**config.mk**
```make
export PLATFORM = sky130hd
export DESIGN_NAME = execute_mem_lsu
export DESIGN_NICKNAME = d
export VERILOG_FILES = /design/src/rtl/execute_mem_lsu_pkg.sv /design/src/rtl/execute_mem_agu.sv /design/src/rtl/execute_mem_lsu.sv
export SDC_FILE = /design/constraint.sdc
export NUM_CORES = 1
export LEC_CHECK = 0
export ABC_AREA = 1
export BUFFER_PORTS_ARGS = -buffer_cell sky130_fd_sc_hd__buf_2
export CAP_MARGIN = 15
export CORE_ASPECT_RATIO = 0.6
export CORE_MARGIN = 2
export CORE_UTILIZATION = 45
export CTS_CLUSTER_SIZE = 8
export DETAILED_ROUTE_END_ITERATION = 12
export PLACE_DENSITY = 0.72
export SETUP_SLACK_MARGIN = 0.5
export SLEW_MARGIN = 5
export SYNTH_ARGS = -nofsm -noshare
export SYNTH_HDL_FRONTEND = slang
export SYNTH_SLANG_ARGS = --single-unit
```
**constraint.sdc**
```tcl
create_clock -name clk -period 1.8 [get_ports clk]
set_input_delay 0.27 -clock clk [delete_from_list [all_inputs] [get_ports clk]]
set_output_delay 0.27 -clock clk [all_outputs]
set_load 0.1 [all_outputs]
```
**src/rtl/execute_mem_lsu_pkg.sv**
```systemverilog
// execute_mem_lsu_pkg: shared widths, opcodes, FSM states and fault causes
// for the handshaked load/store execute unit.
package execute_mem_lsu_pkg;

    localparam int DEF_LEN_OPECODE   = 6;
    localparam int DEF_LEN_REG       = 32;
    localparam int DEF_LEN_IMM_EX    = 16;
    localparam int DEF_MEM_DATA_ADDR = 16;
    localparam int DEF_TIMEOUT       = 15;

    localparam logic [DEF_LEN_OPECODE-1:0] OPECODE_LD = 6'h23;
    localparam logic [DEF_LEN_OPECODE-1:0] OPECODE_ST = 6'h2b;

    typedef enum logic [1:0] {IDLE, REQ, WAIT, RESP} state_e;

    typedef enum logic [1:0] {FAULT_NONE, FAULT_RANGE, FAULT_OPC, FAULT_TIMEOUT} fault_e;

endpackage

```
**src/rtl/execute_mem_agu.sv**
```systemverilog
// execute_mem_agu: base select, sign-extended offset add and range/opcode
// check for one LD/ST; purely combinational.
module execute_mem_agu
    import execute_mem_lsu_pkg::*;
#(
    parameter int LEN_OPECODE   = DEF_LEN_OPECODE,
    parameter int LEN_REG       = DEF_LEN_REG,
    parameter int LEN_IMM_EX    = DEF_LEN_IMM_EX,
    parameter int MEM_DATA_ADDR = DEF_MEM_DATA_ADDR
) (
    input  logic [LEN_OPECODE-1:0]   opecode,
    input  logic [LEN_REG-1:0]       data_rd,
    input  logic [LEN_REG-1:0]       data_rs,
    input  logic [LEN_IMM_EX-1:0]    imm_ex,
    output logic [MEM_DATA_ADDR-1:0] addr,
    output logic                     we,
    output fault_e                   cause
);

    logic               is_ld;
    logic               is_st;
    logic [LEN_REG-1:0] sum;

    always_comb begin
        is_ld = opecode == LEN_OPECODE'(OPECODE_LD);
        is_st = opecode == LEN_OPECODE'(OPECODE_ST);
        sum   = (is_st ? data_rd : data_rs)
              + {{(LEN_REG-LEN_IMM_EX){imm_ex[LEN_IMM_EX-1]}}, imm_ex};
        addr  = sum[MEM_DATA_ADDR-1:0];
        we    = is_st;
        // Any set bit above the word address, including a negative wrap, is out of range.
        if (!(is_ld || is_st))
            cause = FAULT_OPC;
        else if (|sum[LEN_REG-1:MEM_DATA_ADDR])
            cause = FAULT_RANGE;
        else
            cause = FAULT_NONE;
    end

endmodule

```
**src/rtl/execute_mem_lsu.sv**
```systemverilog
// execute_mem_lsu: one-in-flight LD/ST execute unit with request/grant memory
// port, variable read latency, response watchdog and valid/ready writeback.
module execute_mem_lsu
    import execute_mem_lsu_pkg::*;
#(
    parameter int LEN_OPECODE   = DEF_LEN_OPECODE,
    parameter int LEN_REG       = DEF_LEN_REG,
    parameter int LEN_IMM_EX    = DEF_LEN_IMM_EX,
    parameter int MEM_DATA_ADDR = DEF_MEM_DATA_ADDR,
    parameter int TIMEOUT       = DEF_TIMEOUT
) (
    input  logic                     clk,
    input  logic                     rst_n,
    input  logic                     in_valid,
    output logic                     in_ready,
    input  logic [LEN_OPECODE-1:0]   opecode,
    input  logic [LEN_REG-1:0]       data_rd,
    input  logic [LEN_REG-1:0]       data_rs,
    input  logic [LEN_IMM_EX-1:0]    imm_ex,
    output logic                     mem_req,
    input  logic                     mem_gnt,
    output logic                     mem_we,
    output logic [MEM_DATA_ADDR-1:0] mem_addr,
    output logic [LEN_REG-1:0]       mem_wdata,
    input  logic                     mem_rvalid,
    input  logic [LEN_REG-1:0]       mem_rdata,
    output logic                     out_valid,
    input  logic                     out_ready,
    output logic [LEN_REG-1:0]       data_o,
    output logic                     fault
);

    localparam int CW = $clog2(TIMEOUT + 1);

    state_e                   state;
    state_e                   state_n;
    logic [CW-1:0]            cnt;
    logic [MEM_DATA_ADDR-1:0] agu_addr;
    logic                     agu_we;
    fault_e                   agu_cause;
    logic                     accept;
    logic                     timeout;

    execute_mem_agu #(
        .LEN_OPECODE  (LEN_OPECODE),
        .LEN_REG      (LEN_REG),
        .LEN_IMM_EX   (LEN_IMM_EX),
        .MEM_DATA_ADDR(MEM_DATA_ADDR)
    ) u_agu (
        .opecode(opecode),
        .data_rd(data_rd),
        .data_rs(data_rs),
        .imm_ex (imm_ex),
        .addr   (agu_addr),
        .we     (agu_we),
        .cause  (agu_cause)
    );

    assign accept    = in_valid && in_ready;
    assign timeout   = cnt == CW'(TIMEOUT - 1);
    assign mem_req   = state == REQ;
    assign out_valid = state == RESP;

    always_comb begin
        state_n = state;
        case (state)
            IDLE:    if (accept) state_n = (agu_cause != FAULT_NONE) ? RESP : REQ;
            REQ:     if (mem_gnt) state_n = mem_we ? RESP : WAIT;
            WAIT:    if (mem_rvalid || timeout) state_n = RESP;
            RESP:    if (out_ready) state_n = IDLE;
            default: state_n = IDLE;
        endcase
    end

    always_ff @(posedge clk or negedge rst_n) begin
        if (!rst_n)
            state <= IDLE;
        else
            state <= state_n;
    end

    // in_ready is registered so it stays low while reset is asserted.
    always_ff @(posedge clk or negedge rst_n) begin
        if (!rst_n) begin
            in_ready  <= 1'b0;
            cnt       <= '0;
            mem_we    <= 1'b0;
            mem_addr  <= '0;
            mem_wdata <= '0;
            data_o    <= '0;
            fault     <= 1'b0;
        end else begin
            in_ready <= state_n == IDLE;
            cnt      <= (state == WAIT) ? cnt + 1'b1 : '0;
            if (accept) begin
                mem_addr  <= agu_addr;
                mem_we    <= agu_we;
                mem_wdata <= data_rs;
                data_o    <= '0;
                fault     <= agu_cause != FAULT_NONE;
            end
            if (state == WAIT && mem_rvalid)
                data_o <= mem_rdata;
            else if (state == WAIT && timeout)
                fault <= 1'b1;
        end
    end

endmodule

```
==> run summary <==
STATUS
--------------------------------------------------------------------------------
Outcome                                                             finished with violations
Violations in the final reports                                     setup timing

CELLS AND AREA
--------------------------------------------------------------------------------
Fin nets                                                                    1476
Post-layout util                                                           0.801
Most used cells in the layout excluding fill and tap cells          265 x sky130_fd_sc_hd__nand2_1, 153 x sky130_fd_sc_hd__inv_1, 120 x sky130_fd_sc_hd__buf_2
Number of inserted filler cells in the final layout                          872
Most common cell after layout, fill and taps aside                  sky130_fd_sc_hd__nand2_1
Area grow syn2layout                                                       71.6%
Layout cells sized above 1                                                 0.472
Antenna cell count                                                             0

LOGIC SYNTHESIS
--------------------------------------------------------------------------------
Ys async rst share                                                          1.00
Number of unique standard cell types used by synthesis                        30
Yosys top cell by area                                              sky130_fd_sc_hd__dfrtp_1
Sequential area share after synthesis                                      0.345
Count of flip-flops with a built-in enable after synthesis                     0
Synth area leaders                                                  sky130_fd_sc_hd__dfrtp_1 34%, sky130_fd_sc_hd__nand2_1 19%, sky130_fd_sc_hd__inv_1 9.6%
Nets in the synthesized netlist                                             1160
Synthesized area per cell                                             6.45 sq um
Yosys warning total                                                            0
Number of synthesized register bits                                           89
Most common flop cell mapped by yosys                               sky130_fd_sc_hd__dfrtp_1
Combined area of all synthesized cells                                6460 sq um
Post-synth top area share                                                  0.345
Cells after Synth                                                           1002

DRT
--------------------------------------------------------------------------------
First-pass DRT Iterations                                                      5
Final ANT Viol Nets                                                            0
Vias                                                                        8222
DR iter-0 viols                                                              847
Routed wire length                                                      27800 um
Average wire length per cell after detail routing                        18.4 um
Average vias per placed instance                                            5.43
DRC violation count after routing                                              0

CRITICAL PATH
--------------------------------------------------------------------------------
Most common cell on crit path                                       sky130_fd_sc_hd__nand2_2
Worst reg2reg startpoint                                                state[0]
Critical Path Stages                                                          24
Crit. Startpoint                                                      opecode[2]
Worst R2R Path Depth                                                           6
Path type of the worst setup path                                         in2reg
Highest-delay cell along the critical path                          sky130_fd_sc_hd__ha_2
Data required time at the worst endpoint                                 2080 ps
Slack of the worst reg-to-reg path                                        330 ps
Ordered cell list for the critical path                             buf_8 -> inv_12 -> nand2_4 -> nor2_4 -> nand2_8 -> buf_16 -> a21oi_1 -> ha_2 -> buf_6 -> nand2_2 -> nand2_2 -> a21oi_4 -> nand2_4 -> inv_2 -> nand3_1 -> nand2_1 -> nand2_1 -> nor2_2 -> nand2_1 -> nor2_2 -> nand2_2 -> nand3_2 -> nand2_2 -> nor2_2
CP Capture Type                                                         register
Setup crit end                                                          in_ready
Terminus of the critical flop-to-flop path                              in_ready
Critical path launch point type                                       input port
Dominant delay contributor by cell family on the critical path      simple AND/OR/NAND/NOR gates
Delay of the slowest critical-path stage                                  350 ps
Worst-path fanout max                                                          7
Count of buffer and inverter cells on the critical path                        5
Critical Path AT                                                         3030 ps

CLOCK TREE
--------------------------------------------------------------------------------
Clock-pin slew on the worst setup and hold paths                           80 ps
TritonCTS clock tree                                                       built
Clock latency reported for the late side of the worst-skew pair           360 ps
Inserted Clock Buffers                                                         9
CTS HTree Levels                                                               3
Number of sinks driven by the clock tree                                      89
Clock Root Buffer                                                   sky130_fd_sc_hd__clkbuf_16
Worst-case clock buffer depth                                                  2

STA
--------------------------------------------------------------------------------
Slew Limit Fails                                                               0
Max Clk Rate                                                             364 MHz
Hold violation total from the final report                                     0
Fin crit share                                                              1.53
Final min period                                                         2750 ps
Worst setup slack after layout                                           -948 ps
Worst slew margin relative to its limit                                    0.612
Final number of setup-violating endpoints                                     17
Setup skew after layout                                                  13.8 ps
Transition time at the pin with the least slew margin                     583 ps
Sum of negative setup slack                                             -8040 ps
Setup repair after global routing missed its margin                         true

GRT
--------------------------------------------------------------------------------
Largest net degree at the start of global routing                             64
Global-route wire length before repair                                  35900 um
Via count of the first global-routing pass                                  6932
Number of antenna violations at the first check in global routing              0
Global route total overflow                                                    0
Combined global-route utilization of all metal layers                      0.297

FLOORPLANNING
--------------------------------------------------------------------------------
Initial cell density of the core                                           0.467
Count of pins on the block boundary                                          209
Core Footprint                                                       13800 sq um
Vertical extent of the die                                               96.8 um
Site Rows                                                                     33
Die width                                                                 159 um
Die outline area                                                     15400 sq um

PLACED DESIGN
--------------------------------------------------------------------------------
Detailed placement HPWL                                                 16900 um
RD Place Congestion                                                         1.02
Post-place setup slack                                                  -1270 ps
Port Buf Inserts                                                             208

POWER
--------------------------------------------------------------------------------
Power density of the placed cells                                   1670 nW/um^2
Maximum VDD drop                                                         1550 uV
Leakage                                                                  5.98 nW

RUN
--------------------------------------------------------------------------------
Max-capacitance violation count                                                0

WORST HOLD PATH
--------------------------------------------------------------------------------
Path type of the worst min-delay path                                     in2reg

-- flip-flops by register name (all words and copies together), names as in the netlist --
signal	count
in_ready	1
state	2
data_o	32
mem_we	1
mem_wdata	32
mem_addr	16
cnt	4
fault	1
-- Yosys cell counts (4+ instances only) --
library cell                 n
sky130_fd_sc_hd__a21oi_1    50
sky130_fd_sc_hd__and2_1      5
sky130_fd_sc_hd__buf_1       6
sky130_fd_sc_hd__clkbuf_1   22
sky130_fd_sc_hd__dfrtp_1    89
sky130_fd_sc_hd__ha_1       33
sky130_fd_sc_hd__inv_1     166
sky130_fd_sc_hd__nand2_1   335
sky130_fd_sc_hd__nand2_2    12
sky130_fd_sc_hd__nand3_1    98
sky130_fd_sc_hd__nand3_2     4
sky130_fd_sc_hd__nand4_1     8
sky130_fd_sc_hd__nor2_1     80
sky130_fd_sc_hd__nor2_2      8
sky130_fd_sc_hd__nor2_4      4
sky130_fd_sc_hd__o21ai_0    52
sky130_fd_sc_hd__xnor2_1    13
-- cells by family (layout without fill, tap and decap cells) --
kind of cell               count (synthesis)  count (layout)  synth area share
buffers and inverters                    199             520             0.116
adders and majority gates                 34              34            0.0670
and+or+nand+nor                          560             560             0.369
DFF                                       89              89             0.345
xor gates and xnor gates                  14              14            0.0190
AOI/OAI and AO/OA                        106             106            0.0839
-- per-layer routing --
layer	routed length [um]	part of all wire	GRT usage
met3	3250	0.12	0.0721
met2	12200	0.44	0.409
met4	667	0.024	0.0520
met1	11700	0.42	0.468
met5	0	0	0
-- layout make-up --
type | instances | area [sq um] | share of cell area
multi-input combinational | 714 | 4800 | 0.433
timing repair buffer | 335 | 2850 | 0.257
sequential | 89 | 2230 | 0.202
inverter | 169 | 649 | 0.0586
tap | 192 | 240 | 0.0217
clock buffer | 9 | 225 | 0.0203
clock inverter | 7 | 87.6 | 0.00790
-- repair_timing --
| item | in CTS | in global routing |
|---|---|---|
| endpoints found under the hold margin | 38 | 0 |
| setup buffers | 10 | 23 |
| pin swaps | 12 | 80 |
| gates resized for setup | 172 | 324 |
| hold buffers | 1 | 0 |
| cloned | 4 | 5 |
| endpoints found under the setup margin | 130 | 93 |
-- power breakdown --
group | switching [mW] | internal [mW]
clock network | 0.957 | 1.10
registers | 0.775 | 2.90
logic | 9.31 | 3.43
total | 11.0 | 7.43
-- per-stage QoR --
| step | area, sq um | hold WS, ps | std cells | total power, mW |
|---|---|---|---|---|
| detailed placement | 8420 | 303 | 1456 | 13.8 |
| CTS | 9470 | 138 | 1487 | 16.7 |
| global placement | 8420 | 305 | 1456 | 13.7 |
| floorplan | 6590 | -25.6 | 1002 | 11.7 |
| global route | 11100 | 168 | 1515 | 19.1 |
| finish | 11100 | 144 | 1515 | 18.5 |
-- worst min-delay path by stage --
stage	from	endpoint	slack, ps	cells past startpoint
floorplan	rst_n	cnt[0]	-30	0
global placement	rst_n	mem_wdata[5]	310	1
detailed placement	rst_n	mem_wdata[5]	300	1
CTS	data_rs[1]	mem_wdata[1]	140	3
global route	mem_rdata[5]	data_o[5]	170	3
finish	mem_rdata[14]	data_o[14]	140	3
-- worst min-delay path, stage by stage --
cell	delay (ps)
sky130_fd_sc_hd__buf_2	70
sky130_fd_sc_hd__nand3_1	70
sky130_fd_sc_hd__nand2_1	60
Power figures use the tool's default switching activity.
